`src/rtl/fetch_pkg.sv`:
```
`default_nettype none
// ============================================================================
// fetch_pkg : shared types, widths and PC check for the fetch controller
// Rev 1.0
// ============================================================================
package fetch_pkg;

  localparam int XLEN          = 64;
  localparam int ILEN          = 32;
  localparam int WORD_SIZE_POW = 2;

  typedef enum logic [0:0] {
    FETCH = 1'b0,
    FAULT = 1'b1
  } fetch_state_t;

  typedef struct packed {
    logic [XLEN-1:0] pc;
    logic [ILEN-1:0] inst;
  } fetch_entry_t;

  // A PC may be fetched only if it is word aligned and below the memory limit
  function automatic logic pc_is_fetchable(input logic [XLEN-1:0] pc,
                                           input logic [XLEN-1:0] limit);
    return (pc[WORD_SIZE_POW-1:0] == '0) && (pc < limit);
  endfunction

endpackage
`default_nettype wire

```
`src/rtl/fetch_buffer.sv`:
```
`default_nettype none
// ============================================================================
// fetch_buffer : small circular FIFO of {pc, inst} entries with flush
// Rev 1.0
// ============================================================================
module fetch_buffer
  import fetch_pkg::*;
#(
  parameter int DEPTH = 2
) (
  input  logic                         clk,
  input  logic                         reset,
  input  logic                         flush,
  input  logic                         push,
  input  fetch_entry_t                 push_entry,
  input  logic                         pop,
  output fetch_entry_t                 head,
  output logic [$clog2(DEPTH+1)-1:0]   count
);

  localparam int CNT_W = $clog2(DEPTH + 1);
  localparam int PTR_W = (DEPTH > 1) ? $clog2(DEPTH) : 1;

  fetch_entry_t     entries [DEPTH];
  logic [PTR_W-1:0] rd_ptr;
  logic [PTR_W-1:0] wr_ptr;

  function automatic logic [PTR_W-1:0] next_ptr(input logic [PTR_W-1:0] p);
    return (p == PTR_W'(DEPTH - 1)) ? '0 : p + PTR_W'(1);
  endfunction

  always_ff @(posedge clk) begin
    if (reset || flush) begin
      rd_ptr <= '0;
      wr_ptr <= '0;
      count  <= '0;
    end else begin
      if (push) wr_ptr <= next_ptr(wr_ptr);
      if (pop)  rd_ptr <= next_ptr(rd_ptr);
      count <= count + CNT_W'(push) - CNT_W'(pop);
    end
  end

  // Storage needs no reset: count gates every read of it
  always_ff @(posedge clk) begin
    if (!reset && !flush && push) entries[wr_ptr] <= push_entry;
  end

  assign head = entries[rd_ptr];

endmodule
`default_nettype wire

```
`src/rtl/fetch_controller.sv`:
```
`default_nettype none
// ============================================================================
// fetch_controller : sequential instruction fetch with redirect and fault halt
// Rev 1.0
// ============================================================================
module fetch_controller
  import fetch_pkg::*;
#(
  parameter logic [63:0] RESET_PC      = 64'h0,
  parameter int          MEM_DEPTH_POW = 10
) (
  input  logic             clk,
  input  logic             reset,
  input  logic             redirect_valid_in,
  input  logic [XLEN-1:0]  redirect_pc_in,
  output logic [XLEN-1:0]  imem_addr_out,
  input  logic [ILEN-1:0]  imem_data_in,
  output logic             inst_valid_out,
  input  logic             inst_ready_in,
  output logic [ILEN-1:0]  inst_out,
  output logic [XLEN-1:0]  inst_pc_out,
  output logic             fault_out,
  output logic [XLEN-1:0]  fault_pc_out
);

  localparam int              BUF_DEPTH = 2;
  localparam int              CNT_W     = $clog2(BUF_DEPTH + 1);
  localparam logic [XLEN-1:0] MEM_LIMIT = 64'd1 << (MEM_DEPTH_POW + WORD_SIZE_POW);
  localparam logic [XLEN-1:0] LAST_WORD = MEM_LIMIT - 64'd4;

  fetch_state_t     state;
  fetch_state_t     state_nxt;
  logic [XLEN-1:0]  pc;
  logic [XLEN-1:0]  pc_nxt;
  logic [XLEN-1:0]  fault_pc;
  logic [XLEN-1:0]  fault_pc_nxt;

  logic             flush;
  logic             push;
  logic             pop;
  fetch_entry_t     push_entry;
  fetch_entry_t     head;
  logic [CNT_W-1:0] count;

  always_ff @(posedge clk) begin
    if (reset) begin
      state    <= FETCH;
      pc       <= RESET_PC;
      fault_pc <= '0;
    end else begin
      state    <= state_nxt;
      pc       <= pc_nxt;
      fault_pc <= fault_pc_nxt;
    end
  end

  always_comb begin
    state_nxt    = state;
    pc_nxt       = pc;
    fault_pc_nxt = fault_pc;
    flush        = 1'b0;
    push         = 1'b0;
    pop          = 1'b0;

    if (redirect_valid_in) begin
      flush  = 1'b1;
      pc_nxt = redirect_pc_in;
      if (pc_is_fetchable(redirect_pc_in, MEM_LIMIT)) begin
        state_nxt = FETCH;
      end else begin
        state_nxt    = FAULT;
        fault_pc_nxt = redirect_pc_in;
      end
    end else begin
      pop = (count != '0) && inst_ready_in;
      case (state)
        FETCH: begin
          // Only a bad RESET_PC can leave an unfetchable PC in FETCH
          if (!pc_is_fetchable(pc, MEM_LIMIT)) begin
            state_nxt    = FAULT;
            fault_pc_nxt = pc;
          end else if ((count != CNT_W'(BUF_DEPTH)) || pop) begin
            push   = 1'b1;
            pc_nxt = pc + 64'd4;
            if (pc == LAST_WORD) begin
              state_nxt    = FAULT;
              fault_pc_nxt = MEM_LIMIT;
            end
          end
        end
        FAULT: begin
        end
        default: begin
          state_nxt = FETCH;
        end
      endcase
    end
  end

  assign push_entry = '{pc: pc, inst: imem_data_in};

  fetch_buffer #(
    .DEPTH (BUF_DEPTH)
  ) u_buffer (
    .clk        (clk),
    .reset      (reset),
    .flush      (flush),
    .push       (push),
    .push_entry (push_entry),
    .pop        (pop),
    .head       (head),
    .count      (count)
  );

  assign imem_addr_out  = pc;
  assign inst_valid_out = (count != '0);
  assign inst_out       = head.inst;
  assign inst_pc_out    = head.pc;
  assign fault_out      = (state == FAULT);
  assign fault_pc_out   = fault_pc;

endmodule
`default_nettype wire
```
`config.mk`:
```
export PLATFORM = sky130hd
export DESIGN_NAME = fetch_controller
export DESIGN_NICKNAME = d
export VERILOG_FILES = /design/src/rtl/fetch_pkg.sv /design/src/rtl/fetch_buffer.sv /design/src/rtl/fetch_controller.sv
export SDC_FILE = /design/constraint.sdc
export NUM_CORES = 1
export LEC_CHECK = 0
export BUFFER_PORTS_ARGS = -buffer_cell sky130_fd_sc_hd__buf_4
export CORE_ASPECT_RATIO = 1.4
export CORE_MARGIN = 4
export CORE_UTILIZATION = 40
export CTS_BUF_LIST = sky130_fd_sc_hd__clkbuf_8
export DETAILED_ROUTE_END_ITERATION = 12
export GPL_TIMING_DRIVEN = 1
export PLACE_DENSITY_LB_ADDON = 0.08
export SLEW_MARGIN = 0
export SYNTH_ARGS = -nofsm -noshare
export SYNTH_HDL_FRONTEND = slang
export SYNTH_SLANG_ARGS = --single-unit
```
`constraint.sdc`:
```
create_clock -name clk -period 15.66 [get_ports clk]
set_input_delay 3.132 -clock clk [delete_from_list [all_inputs] [get_ports clk]]
set_output_delay 3.132 -clock clk [all_outputs]
set_load 0.005 [all_outputs]
```
Yosys cells after proc, flatten, opt, wreduce, memory -nomap -nowiden
Memories as Yosys holds them, arrays and structs flattened. A register that Yosys moved wholly into a read port is not among the register bits.
Index checks and enable logic that the tools add are counted.
Widths: inputs -> output; s select.

word-level totals
  memories kept = 1
  bits in registers = 133
  output and inout bits = 226
  RAM bits = 192
  bits of input ports = 100
  logic and storage cells = 64

operators by class
  add/sub/neg operators = 5
  order comparisons = 2
  eq/ne operators = 6
  reduce and logical (&&, ||, !) cells = 16
  muxes and demuxes = 28

memory list
  name              depth  bits a word  read ports  clocked after memory_dff  wr ports  line                source
  u_buffer.entries  2      96           1           1                         1         fetch_buffer.sv:24  fetch_entry_t entries [DEPTH];

operators by type and width
  operator               number
  $mux 64                10
  $lt 64x13->1 const B   2
  $add 64x3->64 const B  1
  $eq 64x12->1 const B   1
  $mux 1                 18
  $ne 2x2->1 const B     3
  $ne 3x2->1 const B     2
  $reduce_bool 2->1      3
  $logic_and 1x1->1      5
  $logic_not 2->1        2
  $reduce_and 4->1       1
  $reduce_and 3->1       1
  $add 1x1->1 const B    2
  $add 2x1->2            1
  $logic_not 1->1        2
  $logic_or 1x1->1       2
  $sub 2x1->2            1

Depth between registers and ports, before layout
Gate-level depths: netlist of the first run.

  depth in word-level cells = 10
  depth in mapped cells = 8
  mapped depth without buffers = 7

By module
Synthesis of the first run repeated with hierarchy kept, for this count alone.

unflattened totals
  cells, all modules = 856
  area total of the unflattened synthesis = 13045.0 sq um

by module, submodules not included
  module            cells an instance  area an instance (sq um)  sequential area each (sq um)  instances
  fetch_buffer      319                7345.8                    5865.6                        1
  fetch_controller  537                5699.2                    2582.5                        1

Least setup slack after synthesis of the first run
OpenSTA, ideal clock, no wires.

  kind = input to register
  start point = input port redirect_valid_in
  end point = memory u_buffer.entries[1][0] (netlist bit), enable pin
  setup time = 820 ps
  path buffers = 2
  cell stages on the path = 3
  data arrival time = 13486 ps
  required time = 14840 ps
  slack = 1354 ps
  path through = clkbuf_1 > clkbuf_1 > nor4b_1

between the ends
  longest elaborated chain between the ends = 6
  elaborated cells between the ends (all ways) = 7
  classes of those cells = mux: 4; reduce/logical: 3

ends and longest elaborated chain
  element                           line                    source
  from (decl)                       fetch_controller.sv:14  input logic redirect_valid_in,
  $mux 1                            fetch_controller.sv:65  if (redirect_valid_in) begin
  $logic_not 1->1                   fetch_buffer.sv:46      if (!reset && !flush && push) entries[wr_ptr] <= push_entry;
  $logic_and 1x1->1                 fetch_buffer.sv:46
  $logic_and 1x1->1 (*)             fetch_buffer.sv:46
  $mux 1 (*)                        fetch_buffer.sv:46
  $mux 1 (implied by the code) (*)  fetch_buffer.sv:46
  to (decl)                         fetch_buffer.sv:24

Mark *: on every way between the ends. The rest lies on a longest branch, timed or not.

Final worst setup path of the first run
  start point = input port redirect_valid_in
  end point = register fault_pc[23], in the netlist fault_pc_out[23]

between the ends
  longest elaborated chain between the ends = 2
  elaborated cells between the ends (all ways) = 6
  classes of those cells = eq/ne: 4; mux: 1; reduce/logical: 1

ends and longest elaborated chain
  element                                             line                    source
  $ne 3x2->1 (no line) or $ne 2x2->1 (tied branches)  --
  $reduce_and 4->1 (no line)                          --
  to (signal assigned)                                fetch_controller.sv:53  fault_pc <= fault_pc_nxt;
  to (decl)                                           fetch_controller.sv:35  logic [XLEN-1:0] fault_pc;

Several ways; a longest one is shown, not always the timed one.
A chain may end at the register's enable or synchronous reset.

==> results.md, run 1 <==
- Syn nets: 956
- Yosys reg bits: 326
- Clock sinks: 326
- Max-cap violations: 0
- 1st-iter DRT viols: 267
- Core Footprint: 29,400 um^2
- Setup-violating endpoint count in the final report: 0
- CP Data Arrival Time: 6.35 ns
- Area leader, netlist: edfxtp_1
- Yosys warns: 0
- Setup TNS: 0 ns
- Layout cells sized above 1: 41.5%
- Largest net degree at the start of global routing: 98
- Tot GR Track Use: 19.6%
- R2R setup slack: 11.86 ns
- Routed Antenna Nets: 0
- RSZ-0062 raised after global routing: false
- Final Cycle Share: 37.6%
- Placer Congestion: 0.802
- Ant. Diodes: 0
- Peak supply drop: 0.0000657 V
- Final Hold Vio Count: 0
- Syn Inst Count: 854
- CP required: 16.12 ns
- First-pass GRT wire length: 49,500 um
- Vias in the first global route: 8,372
- DR WL/cell: 21.0 um
- Cts bufs inserted: 49
- Post-synthesis sequential area ratio: 70.1%
- Clk slew on worst S/H paths: 0.06 ns
- Die area: 33,000 um^2
- Netlist cell types: 34
- TritonRoute pass-1 iters: 5
- Placed insts: 1,515
- Setup Skew: 0.0229 ns
- # DRC: 0
- Ports: 326
- Worst Setup EP: fault_pc_out[23]$_SDFFE_PP0P_
- Normalized max-slew margin: 21.0%
- Final #Nets: 1,288
- CTS Root Cell: clkbuf_8
- Tightest Pin Transition: 1.19 ns
- Setup bufs post-CTS: 0
- Port Buffers: 325
- Layout area overhead: 31.3%
- Skew-Pair Late Insertion Delay: 0.57 ns
- Starting Density: 40.9%
- RR Startpoint: imem_addr_out[2]$_SDFFE_PP0P_
- CP Launch Type: input port
- Worst Setup SP: redirect_valid_in
- Num rows: 74
- Final instance count without filler cells: 1,606
- Status: completed
- Htree depth: 2
- Vias/cell: 5.09
- Synth area leaders: edfxtp_1, dfxtp_1, mux2_2, nor2_1, a211oi_1
- Die Ht: 213 um
- DP HPWL: 23,700 um
- Syn Area/Cell: 14.1 um^2
- Leak pwr: 0.00622 uW
- Worst Hold Class: reg -> reg
- Routed vias: 8,180
- Critical path class: in -> reg
- Max-slew violation count: 0
- Reg2reg path depth: 7
- Reg2reg end: fault_pc_out[23]$_SDFFE_PP0P_
- Post-CTS sizing: 0
- Die width: 155 um
- Clock buffer depth: 3
- CP Capture Type: register
- Overflow after GRT: 0
- Power Dens Cells: 110 nW/um^2
- Most frequent cells in the layout: buf_4, edfxtp_1, dfxtp_1
- Commonest non-fill, non-tap cell in the layout: buf_4
- Initial antenna violation count: 0
- Synth top area share: 47.9%
- Crit Path Max Fanout: 97
- Highest Clock Rate: 170 MHz
- CTS Hold Bufs: 0
- Synthesized area: 12,000 um^2
- CTS tree: done
- Min Tclk post-route: 5.89 ns
- Routed WL: 33,700 um
stage by stage:
step / worst slack [ns] / util, % / area [um^2] / total power (uW) / hold WS, ns
3_5_place_dp: 9.21 / 50.5 / 14900 / 1100 / 0.491
4_1_cts: 9.69 / 53.7 / 15800 / 1760 / 0.500
3_3_place_gp: 9.24 / 50.5 / 14900 / 1100 / 0.486
6_report: 9.77 / 53.7 / 15800 / 1730 / 0.499
2_1_floorplan: 1.35 / - / 12000 / 1010 / 0.485
5_1_grt: 9.47 / 53.7 / 15800 / 1800 / 0.518
flip-flops by register name (all words and copies together) (netlist names), named ones only:
| name | cells |
|---|---|
| u_buffer.entries | 192 |
| fault_pc_out | 64 |
| imem_addr_out | 64 |
| u_buffer.count | 2 |
| fault_out | 1 |
| u_buffer.rd_ptr | 1 |
| u_buffer.wr_ptr | 1 |
worst min path at each step:
stage / from / endpoint / depth (start not counted)
after floorplan: fault_pc_out[12]$_SDFFE_PP0P_ / fault_pc_out[12]$_SDFFE_PP0P_ / 2
after detailed placement: fault_pc_out[44]$_SDFFE_PP0P_ / fault_pc_out[44]$_SDFFE_PP0P_ / 2
after global routing: fault_pc_out[45]$_SDFFE_PP0P_ / fault_pc_out[45]$_SDFFE_PP0P_ / 2
after global placement: fault_pc_out[23]$_SDFFE_PP0P_ / fault_pc_out[23]$_SDFFE_PP0P_ / 2
after CTS: fault_pc_out[44]$_SDFFE_PP0P_ / fault_pc_out[44]$_SDFFE_PP0P_ / 2
final: fault_pc_out[26]$_SDFFE_PP0P_ / fault_pc_out[26]$_SDFFE_PP0P_ / 2
cells in the mapped netlist, drive strengths merged:
| library cell | count |
|---|---|
| a311oi | 9 |
| nor3b | 1 |
| xnor2 | 7 |
| nor4b | 2 |
| ha | 2 |
| nor2b | 1 |
| xor2 | 6 |
| o21bai | 1 |
| edfxtp | 192 |
| nor2 | 132 |
| nor3 | 9 |
| nand3 | 15 |
| a221oi | 1 |
| inv | 3 |
| nand2 | 16 |
| o41a | 1 |
| a22oi | 21 |
| nand4 | 8 |
| or4 | 2 |
| mux2 | 96 |
| dfxtp | 134 |
| or2 | 2 |
| nor4 | 32 |
| clkbuf | 46 |
| and3 | 3 |
| mux2i | 33 |
| buf | 10 |
| a211oi | 64 |
| a21oi | 5 |
cell families after synthesis:
group | share of synthesized area (%)
flops | 70.1
mux | 11.7
fa+ha+maj | 0.208
compound gates | 6.39
xor+xnor | 0.945
simple gates | 8.67
buf+inv | 1.92
power breakdown:
group / internal [uW] / leakage, uW / switching [uW]
combinational: 62.4 / 0.00281 / 61.0
clock: 345 / 0.000577 / 312
sequential: 929 / 0.00283 / 24.1
worst max-delay path, cell delays in order:
cell      delay (ns)
buf_4           0.40
inv_1           0.08
buf_4           0.25
o41a_1          0.19
a221oi_4        0.96
buf_4           0.89
nor2_1          0.07
a211oi_1        0.26
area by class of cell:
class | instances | area, um^2
Clock buffer | 60 | 826
Clock inverter | 31 | 123
Fill cell | 2609 | 13600
Inverter | 3 | 11.3
Multi-Input combinational cell | 469 | 3400
Sequential cell | 326 | 8450
Tap cell | 380 | 475
Timing Repair Buffer | 337 | 2530
metal layers:
| metal | track usage [%] | vias to the layer above | share of wire, % |
|---|---|---|---|
| met5 | 0 | - | 0 |
| met4 | 6.09 | 0 | 2.3 |
| met3 | 6.00 | 51 | 7.5 |
| met2 | 34.2 | 278 | 51 |
| met1 | 23.2 | 3957 | 39 |
| li1 | - | 3894 | - |
(Power assumes the default switching activity.)
==> inputs of run 2 (changes only) <==
clock period = 5.32 ns   (was 15.66 ns; I/O delays follow)
==> results.md, run 2 (same netlist as run 1, synthesis figures left out) <==
- Final Total Pwr: 5180 uW
- Clk slew on worst S/H paths: 0.06 ns
- Met2 WL: 17,900 um
- Die area: 33,000 um^2
- DP HPWL: 24,300 um
- Layout cells sized above 1: 42.2%
- Num rows: 74
- CP Data Arrival Time: 4.05 ns
- CP Capture Type: register
- Htree depth: 2
- Tot GR Track Use: 20.2%
- Critical path class: reg -> reg
- First-pass GRT wire length: 50,900 um
- Vias/cell: 5.09
- Power Dens Cells: 326 nW/um^2
- Commonest non-fill, non-tap cell in the layout: buf_4
- Largest net degree at the start of global routing: 74
- Max-slew violation count: 0
- Worst slack, placed: 1.37 ns
- Hold Startpoint: fault_pc_out[50]$_SDFFE_PP0P_
- Die width: 155 um
- DR WL/cell: 21.6 um
- Layout area overhead: 31.9%
- Setup Skew: 0.0137 ns
- Placer Congestion: 0.816
- Leak pwr: 0.00621 uW
- Setup bufs post-CTS: 0
- CP required: 5.51 ns
- Worst Setup Slack, final: 1.46 ns
- Metal3 WL: 2900 um
- Crit Path Max Fanout: 50
- Post-CTS sizing: 0
- Core Footprint: 29,400 um^2
- Ports: 326
- Starting Density: 40.9%
- Peak supply drop: 0.000175 V
- # DRC: 0
- CTS Root Cell: clkbuf_8
- Met1 wire length: 13,000 um
- Cts bufs inserted: 50
- 1st-iter DRT viols: 287
- RSZ-0062 raised after global routing: false
- Clock sinks: 326
- Min Tclk post-route: 3.86 ns
- Normalized max-slew margin: 36.1%
- Routed WL: 34,700 um
- Setup TNS: 0 ns
- CTS tree: done
- Clock buffer depth: 3
- Highest Clock Rate: 259 MHz
- CP Launch Type: register
- Most flops, register: u_buffer.entries
- Final Hold Vio Count: 0
- Routed vias: 8,188
- Vias in the first global route: 8,347
- Hold depth: 2
- Final #Nets: 1,289
- Port Buffers: 325
- Skew-Pair Late Insertion Delay: 0.57 ns
- Final Cycle Share: 72.6%
- Most frequent cells in the layout: buf_4, edfxtp_1, dfxtp_1
- Die Ht: 213 um
- Max-cap violations: 0
- Status: completed
- Worst hold slack: 0.497 ns
- TritonRoute pass-1 iters: 4
- Reg2reg path depth: 6
- Highest routed layer: met5
- CTS Hold Bufs: 0
- Initial antenna violation count: 2
- R2R setup slack: 1.46 ns
- Setup-violating endpoint count in the final report: 0
- Tightest Pin Transition: 0.950 ns
- Reg2reg end: u_buffer.entries[1][92]$_DFFE_PP_
- Max reg flops: 192
- Overflow after GRT: 0
- Routed Antenna Nets: 0
- RR Startpoint: imem_addr_out[14]$_SDFFE_PP0P_
- Worst Hold Class: reg -> reg
- WHS Endpoint: fault_pc_out[50]$_SDFFE_PP0P_
-- run 2: cell count changes in the layout (fill, tap and decap cells not counted), sizes merged --
| cell | delta |
|---|---|
| clkbuf | +3 |
| inv | -14 |
| clkinvlp | -1 |
| clkinv | +15 |
| diode | +1 |
-- run 2: worst max path at each step --
| stage | startpoint | endpoint |
|---|---|---|
| after CTS | imem_addr_out[16]$_SDFFE_PP0P_ | u_buffer.entries[1][2]$_DFFE_PP_ |
| after detailed placement | imem_addr_out[16]$_SDFFE_PP0P_ | u_buffer.entries[1][4]$_DFFE_PP_ |
| after floorplan | redirect_valid_in | u_buffer.entries[1][0]$_DFFE_PP_ |
| final | imem_addr_out[14]$_SDFFE_PP0P_ | u_buffer.entries[1][92]$_DFFE_PP_ |
| after global routing | imem_addr_out[16]$_SDFFE_PP0P_ | u_buffer.entries[1][4]$_DFFE_PP_ |
| after global placement | imem_addr_out[16]$_SDFFE_PP0P_ | u_buffer.entries[1][4]$_DFFE_PP_ |
-- run 2: critical path: stages (launching register included) --
cell and delay (ns):
dfxtp_1 0.38, nor4_1 0.84, nand4_1 0.28, nor4_4 0.71, nand2_2 0.30, nor4b_4 0.29, buf_4 0.61
-- run 2: metal layers --
layer,global-route usage [%],up-vias
met5,0,-
met4,6.37,2
met3,6.81,50
met2,35.9,272
met1,23.0,3971
li1,-,3893
-- run 2: final cells by class --
cell class | instances | area, um^2
Tap cell | 380 | 475
Inverter | 3 | 11.3
Timing Repair Buffer | 337 | 2530
Multi-Input combinational cell | 469 | 3420
Antenna cell | 1 | 2.50
Sequential cell | 326 | 8450
Clock inverter | 31 | 129
Clock buffer | 63 | 867
Fill cell | 2590 | 13600
-- run 2: through the flow --
step / utilization, % / std cells / cell area, um^2
4_1_cts: 54.0 / 1609 / 15900
2_1_floorplan: - / 854 / 12100
3_5_place_dp: 50.6 / 1515 / 14900
3_3_place_gp: 50.6 / 1515 / 14900
5_1_grt: 54.0 / 1609 / 15900
6_report: 54.0 / 1610 / 15900
-- run 2: where the power goes --
| group | internal (uW) | switching, uW | leakage (uW) |
|---|---|---|---|
| registers | 2740 | 70.7 | 0.00283 |
| logic | 184 | 186 | 0.00281 |
| clock network | 1070 | 936 | 0.000566 |
| total | 3990 | 1190 | 0.00621 |
